$ cat config.mk
export PLATFORM = sky130hd
export DESIGN_NAME = spi_slave_with_modes
export DESIGN_NICKNAME = d
export VERILOG_FILES = /design/src/rtl/spi_slave_with_modes.sv
export SDC_FILE = /design/constraint.sdc
export NUM_CORES = 1
export LEC_CHECK = 0
export CAP_MARGIN = 20
export CORE_ASPECT_RATIO = 0.9
export CORE_MARGIN = 2
export CORE_UTILIZATION = 40
export DETAILED_ROUTE_END_ITERATION = 6
export GPL_TIMING_DRIVEN = 0
export HOLD_SLACK_MARGIN = 0.08
export PLACE_DENSITY = 0.71
export SETUP_SLACK_MARGIN = 0.5
export SYNTH_ARGS = -nofsm -noshare
export SYNTH_HDL_FRONTEND = slang
export SYNTH_SLANG_ARGS = --single-unit
export TNS_END_PERCENT = 50
$ cat constraint.sdc
create_clock -name clk -period 3.8 [get_ports clk]
set_clock_uncertainty 0.1 [all_clocks]
set_input_delay 0.76 -clock clk [delete_from_list [all_inputs] [get_ports clk]]
set_output_delay 0.76 -clock clk [all_outputs]
set_load 0.05 [all_outputs]
$ cat src/rtl/spi_slave_with_modes.sv
// spi_slave_with_modes: oversampled SPI slave for all four CPOL/CPHA modes, MSB-first frames
// Ports: clk, rst (async, active-high); mode {cpol,cpha} latched at cs fall;
//        sclk, cs (active low), mosi from the master; miso back to the master;
//        tx_data byte to send, tx_load strobes when it has been captured;
//        rx_data/rx_valid last received byte and its strobe; frame_err strobes when cs
//        rises on a partial frame; busy while a transaction is open.
module spi_slave_with_modes #(
    parameter int WIDTH       = 8,
    parameter int SYNC_STAGES = 2
) (
    input  logic             clk,
    input  logic             rst,
    input  logic [1:0]       mode,
    input  logic             sclk,
    input  logic             cs,
    input  logic             mosi,
    input  logic [WIDTH-1:0] tx_data,
    output logic             miso,
    output logic [WIDTH-1:0] rx_data,
    output logic             rx_valid,
    output logic             tx_load,
    output logic             frame_err,
    output logic             busy
);
    localparam int CW = (WIDTH > 1) ? $clog2(WIDTH) : 1;
    typedef enum logic {IDLE, ACTIVE} state_t;
    state_t state_q, state_d;
    logic [SYNC_STAGES-1:0] sclk_sync_q, sclk_sync_d, cs_sync_q, cs_sync_d, mosi_sync_q, mosi_sync_d;
    logic sclk_hist_q, sclk_hist_d, cs_hist_q, cs_hist_d;
    logic cpol_q, cpol_d, cpha_q, cpha_d, skip_q, skip_d, miso_q, miso_d;
    logic rx_pend_q, rx_pend_d, rx_valid_q, rx_valid_d, tx_load_q, tx_load_d, frame_err_q, frame_err_d;
    logic [CW-1:0] cnt_q, cnt_d;
    logic [WIDTH-1:0] rx_sh_q, rx_sh_d, tx_sh_q, tx_sh_d, rx_data_q, rx_data_d, rx_next, tx_pre;
    logic sclk_s, cs_s, mosi_s, sclk_rise, sclk_fall, cs_fall, cs_rise, lead, trail, sample, shift, wrap;
    assign sclk_s    = sclk_sync_q[SYNC_STAGES-1];
    assign cs_s      = cs_sync_q[SYNC_STAGES-1];
    assign mosi_s    = mosi_sync_q[SYNC_STAGES-1];
    assign sclk_rise = sclk_s & ~sclk_hist_q;
    assign sclk_fall = ~sclk_s & sclk_hist_q;
    assign cs_fall   = ~cs_s & cs_hist_q;
    assign cs_rise   = cs_s & ~cs_hist_q;
    assign lead      = cpol_q ? sclk_fall : sclk_rise;
    assign trail     = cpol_q ? sclk_rise : sclk_fall;
    assign sample    = cpha_q ? trail : lead;
    assign shift     = cpha_q ? lead : trail;
    assign rx_next   = {rx_sh_q[WIDTH-2:0], mosi_s};
    assign wrap      = sample && (cnt_q == CW'(WIDTH - 1));
    // With CPHA=0 the MSB goes straight onto miso, so the shifter keeps only the remaining bits.
    assign tx_pre    = {tx_data[WIDTH-2:0], 1'b0};
    always_comb begin
        sclk_sync_d = {sclk_sync_q[SYNC_STAGES-2:0], sclk};
        cs_sync_d   = {cs_sync_q[SYNC_STAGES-2:0], cs};
        mosi_sync_d = {mosi_sync_q[SYNC_STAGES-2:0], mosi};
        sclk_hist_d = sclk_s;
        cs_hist_d   = cs_s;
        state_d     = state_q;
        cpol_d      = cpol_q;
        cpha_d      = cpha_q;
        skip_d      = skip_q;
        miso_d      = miso_q;
        cnt_d       = cnt_q;
        rx_sh_d     = rx_sh_q;
        tx_sh_d     = tx_sh_q;
        rx_data_d   = rx_data_q;
        rx_pend_d   = 1'b0;
        rx_valid_d  = rx_pend_q;
        tx_load_d   = 1'b0;
        frame_err_d = 1'b0;
        if (state_q == IDLE) begin
            miso_d = 1'b0;
            if (cs_fall) begin
                state_d   = ACTIVE;
                cpol_d    = mode[1];
                cpha_d    = mode[0];
                skip_d    = 1'b0;
                cnt_d     = '0;
                rx_sh_d   = '0;
                tx_load_d = 1'b1;
                tx_sh_d   = mode[0] ? tx_data : tx_pre;
                miso_d    = ~mode[0] & tx_data[WIDTH-1];
            end
        end else if (cs_rise) begin
            state_d     = IDLE;
            miso_d      = 1'b0;
            frame_err_d = (cnt_q != '0);
            cnt_d       = '0;
            rx_sh_d     = '0;
        end else begin
            if (sample) begin
                rx_sh_d = rx_next;
                cnt_d   = wrap ? '0 : cnt_q + CW'(1);
            end
            // rx_valid trails the wrap by a cycle so it never coincides with tx_load.
            if (wrap) begin
                rx_data_d = rx_next;
                rx_pend_d = 1'b1;
                tx_load_d = 1'b1;
                tx_sh_d   = cpha_q ? tx_data : tx_pre;
                miso_d    = cpha_q ? miso_q : tx_data[WIDTH-1];
                skip_d    = ~cpha_q;
            end
            if (shift) begin
                skip_d  = 1'b0;
                miso_d  = skip_q ? miso_q : tx_sh_q[WIDTH-1];
                tx_sh_d = skip_q ? tx_sh_q : {tx_sh_q[WIDTH-2:0], 1'b0};
            end
        end
    end
    always_ff @(posedge clk or posedge rst) begin
        if (rst) begin
            sclk_sync_q <= '0;
            cs_sync_q   <= '1;
            mosi_sync_q <= '0;
            sclk_hist_q <= 1'b0;
            cs_hist_q   <= 1'b1;
            state_q     <= IDLE;
            cpol_q      <= 1'b0;
            cpha_q      <= 1'b0;
            skip_q      <= 1'b0;
            miso_q      <= 1'b0;
            cnt_q       <= '0;
            rx_sh_q     <= '0;
            tx_sh_q     <= '0;
            rx_data_q   <= '0;
            rx_pend_q   <= 1'b0;
            rx_valid_q  <= 1'b0;
            tx_load_q   <= 1'b0;
            frame_err_q <= 1'b0;
        end else begin
            sclk_sync_q <= sclk_sync_d;
            cs_sync_q   <= cs_sync_d;
            mosi_sync_q <= mosi_sync_d;
            sclk_hist_q <= sclk_hist_d;
            cs_hist_q   <= cs_hist_d;
            state_q     <= state_d;
            cpol_q      <= cpol_d;
            cpha_q      <= cpha_d;
            skip_q      <= skip_d;
            miso_q      <= miso_d;
            cnt_q       <= cnt_d;
            rx_sh_q     <= rx_sh_d;
            tx_sh_q     <= tx_sh_d;
            rx_data_q   <= rx_data_d;
            rx_pend_q   <= rx_pend_d;
            rx_valid_q  <= rx_valid_d;
            tx_load_q   <= tx_load_d;
            frame_err_q <= frame_err_d;
        end
    end
    assign miso      = miso_q;
    assign rx_data   = rx_data_q;
    assign rx_valid  = rx_valid_q;
    assign tx_load   = tx_load_q;
    assign frame_err = frame_err_q;
    assign busy      = (state_q == ACTIVE);
endmodule

==> Implementation_results.wiki, run 1 <==
{| class="wikitable"
! Metric !! Value
|-
| Dpl ws || 1.384 ns
|-
| Clock transition at path regs || 0.08 ns
|-
| Vias in the first global route || 1,324
|-
| Share of the cycle needed by the critical path after routing || 0.6240
|-
| Routed len/inst || 12.84 um
|-
| Number of buffers created by CTS || 5
|-
| Post-CTS repair timing setup buffer count || 0
|-
| Initial standard-cell utilization of the core || 0.4087
|-
| Syn-to-layout area delta || 21.05%
|-
| Final cell utilization of the core || 0.4947
|-
| Number of DRC markers after the initial detailed-route iteration || 56
|-
| Synth unique cells || 37
|-
| Final Max Tran Viols || 0
|-
| RSZ-0062 raised after global routing || false
|-
| Iteration count of the initial detailed-routing pass || 4
|-
| Total count of hold-check failures in the final report || 0
|-
| Type of the setup path with the least slack || flip-flop to output port
|-
| Slowest cell on the critical path || sky130_fd_sc_hd__clkdlybuf4s50_1
|-
| CP Data Arrival Time || 1.51 ns
|-
| Largest stage delay, worst path || 0.82 ns
|-
| Dominant delay contributor by cell family on the critical path || buffers and inverters
|-
| CTS tree || built
|-
| Share of the yosys chip area belonging to registers || 0.5088
|-
| Number of cells on the worst hold path || 0
|-
| Reg-to-Reg End || tx_sh_q[4]
|-
| Worst-case headroom to the max-slew limit || 0.4280
|-
| Height of the die || 73.10 um
|-
| Static power due to leakage || 1.158 nW
|-
| Antenna cell count || 0
|-
| Number of antenna violations at the first check in global routing || 0
|-
| Core Region || 5192 um^2
|-
| Detailed Route WL || 3.570 mm
|-
| Tightest Hold Check Type || flip-flop to flip-flop
|-
| Launch instance of the worst register-to-register path || cpol_q
|-
| Final nets || 228
|-
| Type of element launching the critical path || flip-flop
|-
| Critical path endpoint category || output port
|-
| Metal2 WL || 1.526 mm
|-
| Root buffer cell || sky130_fd_sc_hd__clkbuf_8
|-
| Synth warn || 0
|-
| Crit path cell chain || clkdlybuf4s50_1
|-
| Area of the die || 5905 um^2
|-
| Required time reported for the critical path endpoint || 2.94 ns
|-
| Number of placement rows || 25
|-
| Cells after synthesis || 176
|-
| Maximum number of pins on one net before global-route repair || 44
|-
| CP bufs+invs || 1
|-
| Register-to-register setup slack || 1.64 ns
|-
| Buffer levels on the longest clock path || 2
|-
| Achievable Freq || 421.7 MHz
|-
| Max layer used || met4
|-
| GRT Residual Overflow || 0
|-
| Tightest hold margin || 0.2592 ns
|-
| Share of final-layout standard cells stronger than drive strength 1 || 0.1896
|-
| First-pass GRT wire length || 6.154 mm
|-
| Count of instances resized after the clock tree is built || 0
|-
| GP Congestion || 0.7956
|-
| Total global-route track usage || 0.1367
|-
| Top fanout value on the critical path || 3
|-
| I/O Buffers || 27
|-
| Minimum clock period || 2.371 ns
|-
| Htree depth || 2
|-
| Number of antenna-violating nets in the routed design || 0
|-
| PwrDens || 484.3 nW/um^2
|-
| Latest clock arrival within the worst-skew pair || 0.30 ns
|-
| DRC violations left || 0
|-
| Synthesized cell area || 2122 um^2
|-
| Routed length on met1 || 1.863 mm
|-
| Pwr Total || 1.244 mW
|-
| Max-Cap Viols || 0
|-
| Post-synth net total || 194
|-
| Hold Path Sink || rx_valid
|-
| Summed negative setup slack over all endpoints || 0 ns
|-
| Clock sink total || 43
|-
| Filler cells || 493
|-
| Met3 routed WL || 109 um
|-
| Worst Tran Pin Value || 0.8567 ns
|-
| Logic depth of the worst register-to-register path || 6
|-
| Horizontal die dimension || 80.78 um
|-
| Boundary Pins || 28
|-
| Min-delay src || rx_pend_q
|-
| Setup slack of the critical path after layout || 1.429 ns
|-
| Worst voltage drop across the vdd grid || 0.3312 mV
|-
| Status || complete, no violations
|-
| Count of vias placed by the detailed router || 1,379
|-
| Hold_buf cts || 0
|-
| Register bit total from synthesis || 43
|-
| Mean cell area of the mapped netlist || 12.06 um^2
|-
| Number of vias per cell after detailed routing || 4.960
|-
| Total of endpoints with negative setup slack in the final report || 0
|-
| Detailed placement HPWL || 2.510 mm
|}
-- registers in the layout (all words and copies together) (netlist names), 2 cells and up --
| name | cells |
|---|---|
| cnt_q | 3 |
| rx_data | 8 |
| mosi_sync_q | 2 |
| rx_sh_q | 7 |
| cs_sync_q | 2 |
| sclk_sync_q | 2 |
| tx_sh_q | 8 |
-- cells in the mapped netlist (all sizes together) --
cell | n | area share
mux2 | 27 | 0.14
a21oi | 9 | 0.021
a22o | 3 | 0.012
o2111ai | 1 | 0.0041
dfstp | 3 | 0.037
ha | 3 | 0.018
inv | 7 | 0.012
a221oi | 2 | 0.0083
o21ai | 7 | 0.022
a2111oi | 1 | 0.0041
xor2 | 1 | 0.0041
nor2b | 9 | 0.028
a211oi | 7 | 0.025
nor2 | 2 | 0.0035
clkbuf | 3 | 0.015
nor3 | 1 | 0.0024
dfrtp | 40 | 0.47
and2 | 2 | 0.0059
o22ai | 3 | 0.012
o2bb2ai | 2 | 0.0083
a21boi | 1 | 0.0035
o211ai | 1 | 0.0035
mux2i | 10 | 0.053
nand2b | 3 | 0.0088
buf | 4 | 0.012
and2b | 3 | 0.012
xnor2 | 2 | 0.012
nand2 | 19 | 0.037
-- metal layers --
metal	up-vias	track usage
met1	660	0.1920
met3	5	0.03094
met4	0	0.06780
met2	20	0.2000
li1	694	-
met5	-	0
-- layout make-up --
class	instances	area [um^2]	share of cell area
Sequential cell	43	1080	0.4204
Clock inverter	3	23.77	0.009255
Timing Repair Buffer	27	270.3	0.1052
Multi-Input combinational cell	119	958.4	0.3731
Clock buffer	5	68.82	0.02679
Buffer	7	57.56	0.02241
Tap cell	67	83.83	0.03264
Inverter	7	26.28	0.01023
-- cells in the final DEF (no fill, tap or decap), types with 2 or more instances in the layout --
master                             n
sky130_fd_sc_hd__a22o_1            3
sky130_fd_sc_hd__nand2_1          18
sky130_fd_sc_hd__dfstp_2           3
sky130_fd_sc_hd__inv_1             6
sky130_fd_sc_hd__a21oi_1           9
sky130_fd_sc_hd__nor2b_1           8
sky130_fd_sc_hd__clkbuf_8          7
sky130_fd_sc_hd__o2bb2ai_1         2
sky130_fd_sc_hd__clkinvlp_4        2
sky130_fd_sc_hd__mux2_1           14
sky130_fd_sc_hd__and2b_2           3
sky130_fd_sc_hd__a211oi_1          7
sky130_fd_sc_hd__and2_1            2
sky130_fd_sc_hd__mux2_2           13
sky130_fd_sc_hd__nand2b_1          3
sky130_fd_sc_hd__dfrtp_1          40
sky130_fd_sc_hd__a221oi_1          2
sky130_fd_sc_hd__clkdlybuf4s50_1  27
sky130_fd_sc_hd__ha_1              3
sky130_fd_sc_hd__mux2i_1           9
sky130_fd_sc_hd__o21ai_1           6
sky130_fd_sc_hd__nor2_1            2
sky130_fd_sc_hd__buf_2             3
sky130_fd_sc_hd__o22ai_1           2
-- per-stage QoR --
step | cell area (um^2) | cells
2_1_floorplan | 2122 | 176
3_3_place_gp | 2476 | 270
3_5_place_dp | 2476 | 270
4_1_cts | 2569 | 278
5_1_grt | 2569 | 278
6_report | 2569 | 278
-- where the power goes --
| part | internal (mW) | total [mW] | switching, mW |
|---|---|---|---|
| combinational | 0.185 | 0.377 | 0.192 |
| clock | 0.131 | 0.293 | 0.161 |
| sequential | 0.533 | 0.574 | 0.0413 |
| total | 0.850 | 1.24 | 0.394 |
-- worst max-delay path by stage --
stage	startpoint	end	depth (start not counted)
6_report	busy	busy	1
5_1_grt	busy	busy	1
4_1_cts	busy	busy	1
3_5_place_dp	mode[0]	tx_sh_q[6]	5
3_3_place_gp	rst	rx_data[5]	2
2_1_floorplan	cpol_q	tx_sh_q[1]	6
-- kinds of logic (layout without fill, tap and decap cells) --
kind of cell	after synthesis	after routing	share of synthesized area
and+or+nand+nor	39	39	0.09788
buffers and inverters	14	49	0.03950
DFF	43	43	0.5088
adders and majority gates	3	3	0.01769
muxes	37	37	0.1963
xor gates and xnor gates	3	3	0.01592
AOI/OAI and AO/OA	37	37	0.1238
No activity file was read; power rests on OpenSTA's default activity.
==> run 2, diff against run 1 <==
--- a/config.mk
+++ b/config.mk
@@ -12,7 +12,7 @@
 export DETAILED_ROUTE_END_ITERATION = 6
 export GPL_TIMING_DRIVEN = 0
 export HOLD_SLACK_MARGIN = 0.08
-export PLACE_DENSITY = 0.71
+export PLACE_DENSITY = 0.73
 export SETUP_SLACK_MARGIN = 0.5
 export SYNTH_ARGS = -nofsm -noshare
 export SYNTH_HDL_FRONTEND = slang
==> constraint.sdc (replaced) <==
create_clock -name clk -period 2.1 [get_ports clk]
set_clock_uncertainty 0.1 [all_clocks]
set_input_delay 0.42 -clock clk [delete_from_list [all_inputs] [get_ports clk]]
set_output_delay 0.42 -clock clk [all_outputs]
set_load 0.05 [all_outputs]
==> Implementation_results.wiki, run 2 (synthesis results as in run 1) <==
{| class="wikitable"
! Metric !! Value
|-
| Status || complete, no violations
|-
| Worst voltage drop across the vdd grid || 0.4366 mV
|-
| Clock transition at path regs || 0.08 ns
|-
| CP Data Arrival Time || 2.05 ns
|-
| Detailed placement HPWL || 2.768 mm
|-
| Sequential cell area in the final layout || 1082 um^2
|-
| Number of placement rows || 25
|-
| Max-Cap Viols || 0
|-
| Achievable Freq || 509.4 MHz
|-
| Number of DRC markers after the initial detailed-route iteration || 50
|-
| Type of element launching the critical path || flip-flop
|-
| Top fanout value on the critical path || 8
|-
| GP Congestion || 0.8391
|-
| First-pass GRT wire length || 6.955 mm
|-
| Latest clock arrival within the worst-skew pair || 0.30 ns
|-
| Maximum number of pins on one net before global-route repair || 44
|-
| Boundary Pins || 28
|-
| DRC violations left || 0
|-
| RSZ-0062 raised after global routing || true
|-
| Crit path cell chain || xnor2_4 > buf_4 > a221oi_2 > nor2_2 > o21ai_4 > buf_12 > mux2_4
|-
| Number of vias per cell after detailed routing || 5.105
|-
| Clock sink total || 43
|-
| Filler cells || 443
|-
| Htree depth || 2
|-
| Number of antenna violations at the first check in global routing || 0
|-
| Minimum clock period || 1.963 ns
|-
| Number of cells in the finished layout apart from fillers || 294
|-
| Final nets || 244
|-
| Total of endpoints with negative setup slack in the final report || 0
|-
| Area of the die || 5905 um^2
|-
| Hold_buf cts || 0
|-
| PwrDens || 899.0 nW/um^2
|-
| Worst-case headroom to the max-slew limit || 0.4234
|-
| Root buffer cell || sky130_fd_sc_hd__clkbuf_8
|-
| Number of buffers created by CTS || 5
|-
| Commonest non-fill, non-tap cell in the layout || sky130_fd_sc_hd__dfrtp_1
|-
| Number of antenna-violating nets in the routed design || 0
|-
| Pwr Total || 2.623 mW
|-
| Slowest cell on the critical path || sky130_fd_sc_hd__dfrtp_2
|-
| Horizontal die dimension || 80.78 um
|-
| Dominant delay contributor by cell family on the critical path || flip-flops
|-
| Static power due to leakage || 1.359 nW
|-
| Final Max Tran Viols || 0
|-
| Largest stage delay, worst path || 0.50 ns
|-
| CP bufs+invs || 2
|-
| Most frequent cells in the layout || sky130_fd_sc_hd__dfrtp_1 (38), sky130_fd_sc_hd__clkdlybuf4s50_1 (15), sky130_fd_sc_hd__nand2_1 (13), sky130_fd_sc_hd__mux2_2 (13), sky130_fd_sc_hd__buf_4 (12)
|-
| Required time reported for the critical path endpoint || 2.18 ns
|-
| GRT Residual Overflow || 0
|-
| Share of the cycle needed by the critical path after routing || 0.9348
|-
| Type of the setup path with the least slack || flip-flop to flip-flop
|-
| Area of the multi-input gates || 1132 um^2
|-
| Antenna cell count || 0
|-
| Height of the die || 73.10 um
|-
| Iteration count of the initial detailed-routing pass || 4
|-
| Vias in the first global route || 1,443
|-
| Summed negative setup slack over all endpoints || 0 ns
|-
| Buffer levels on the longest clock path || 2
|-
| Worst Tran Pin Value || 0.8637 ns
|-
| Critical path endpoint category || flip-flop
|-
| Total global-route track usage || 0.1583
|-
| Initial standard-cell utilization of the core || 0.4087
|-
| CTS tree || built
|-
| Tightest Hold Check Type || flip-flop to flip-flop
|-
| Routed len/inst || 14.64 um
|-
| I/O Buffers || 27
|-
| Total count of hold-check failures in the final report || 0
|-
| Count of vias placed by the detailed router || 1,501
|-
| Detailed Route WL || 4.305 mm
|-
| Syn-to-layout area delta || 37.50%
|-
| Share of final-layout standard cells stronger than drive strength 1 || 0.4229
|-
| Placed cells || 270
|-
| Core Region || 5192 um^2
|}
==> run 2: cell count changes in the layout (fill, tap and decap cells not counted), moves of 5 or more <==
cell                              change
sky130_fd_sc_hd__mux2_4              +11
sky130_fd_sc_hd__nand2_1              -5
sky130_fd_sc_hd__clkdlybuf4s50_1     -12
sky130_fd_sc_hd__clkdlybuf4s15_2      +9
sky130_fd_sc_hd__mux2_1              -11
sky130_fd_sc_hd__buf_4               +12
sky130_fd_sc_hd__nand2_2              +5
==> run 2: layout make-up <==
class,count,share of cell area
clock buffers,6,0.02830
inverters,7,0.009005
flip-flops and latches,43,0.3709
well taps,67,0.02873
repair buffers,42,0.1449
plain buffers,7,0.02530
clock inverters,2,0.004717
multi-input cells,120,0.3881
==> run 2: worst paths after layout <==
kind	from	endpoint	slack, ns	depth (start not counted)
max	cpha_q	tx_sh_q[7]	0.14	7
min	sclk_sync_q[0]	sclk_sync_q[1]	0.25	0
max reg2reg	cpha_q	tx_sh_q[7]	0.14	7
min reg2reg	sclk_sync_q[0]	sclk_sync_q[1]	0.25	0
max in group asynchronous	rst	busy	0.80	2
min in group asynchronous	rst	sclk_sync_q[0]	0.51	2
==> run 2: timing repair <==
action                                  in CTS  in global routing
endpoints found under the setup margin      43                 34
setup buffers                               12                  2
gates resized for setup                     39                 17
cloned                                       1                  1
pin swaps                                    5                  2
==> run 2: power by group <==
group	internal (mW)	switching [mW]	leakage, nW
clock	0.269	0.292	0.0516
combinational	0.555	0.437	0.761
sequential	0.967	0.102	0.546
total	1.79	0.832	1.36
==> run 2: per-stage QoR <==
step           cell area, um^2  utilization  setup slack (ns)  hold slack, ns
2_1_floorplan             2211            -            0.1726          0.2312
3_3_place_gp              2565       0.4940           -0.4401          0.2331
3_5_place_dp              2565       0.4940          -0.01213          0.2362
4_1_cts                   2838       0.5465            0.1440          0.2564
5_1_grt                   2918       0.5619           0.06694          0.2628
6_report                  2918       0.5619            0.1369          0.2534
==> run 2: per-layer routing <==
metal	routed length, um	vias to the layer above	global-route usage
li1	-	726	-
met1	2076	736	0.2171
met2	1959	32	0.2306
met3	180	7	0.04703
met4	90	0	0.07533
met5	0	-	0
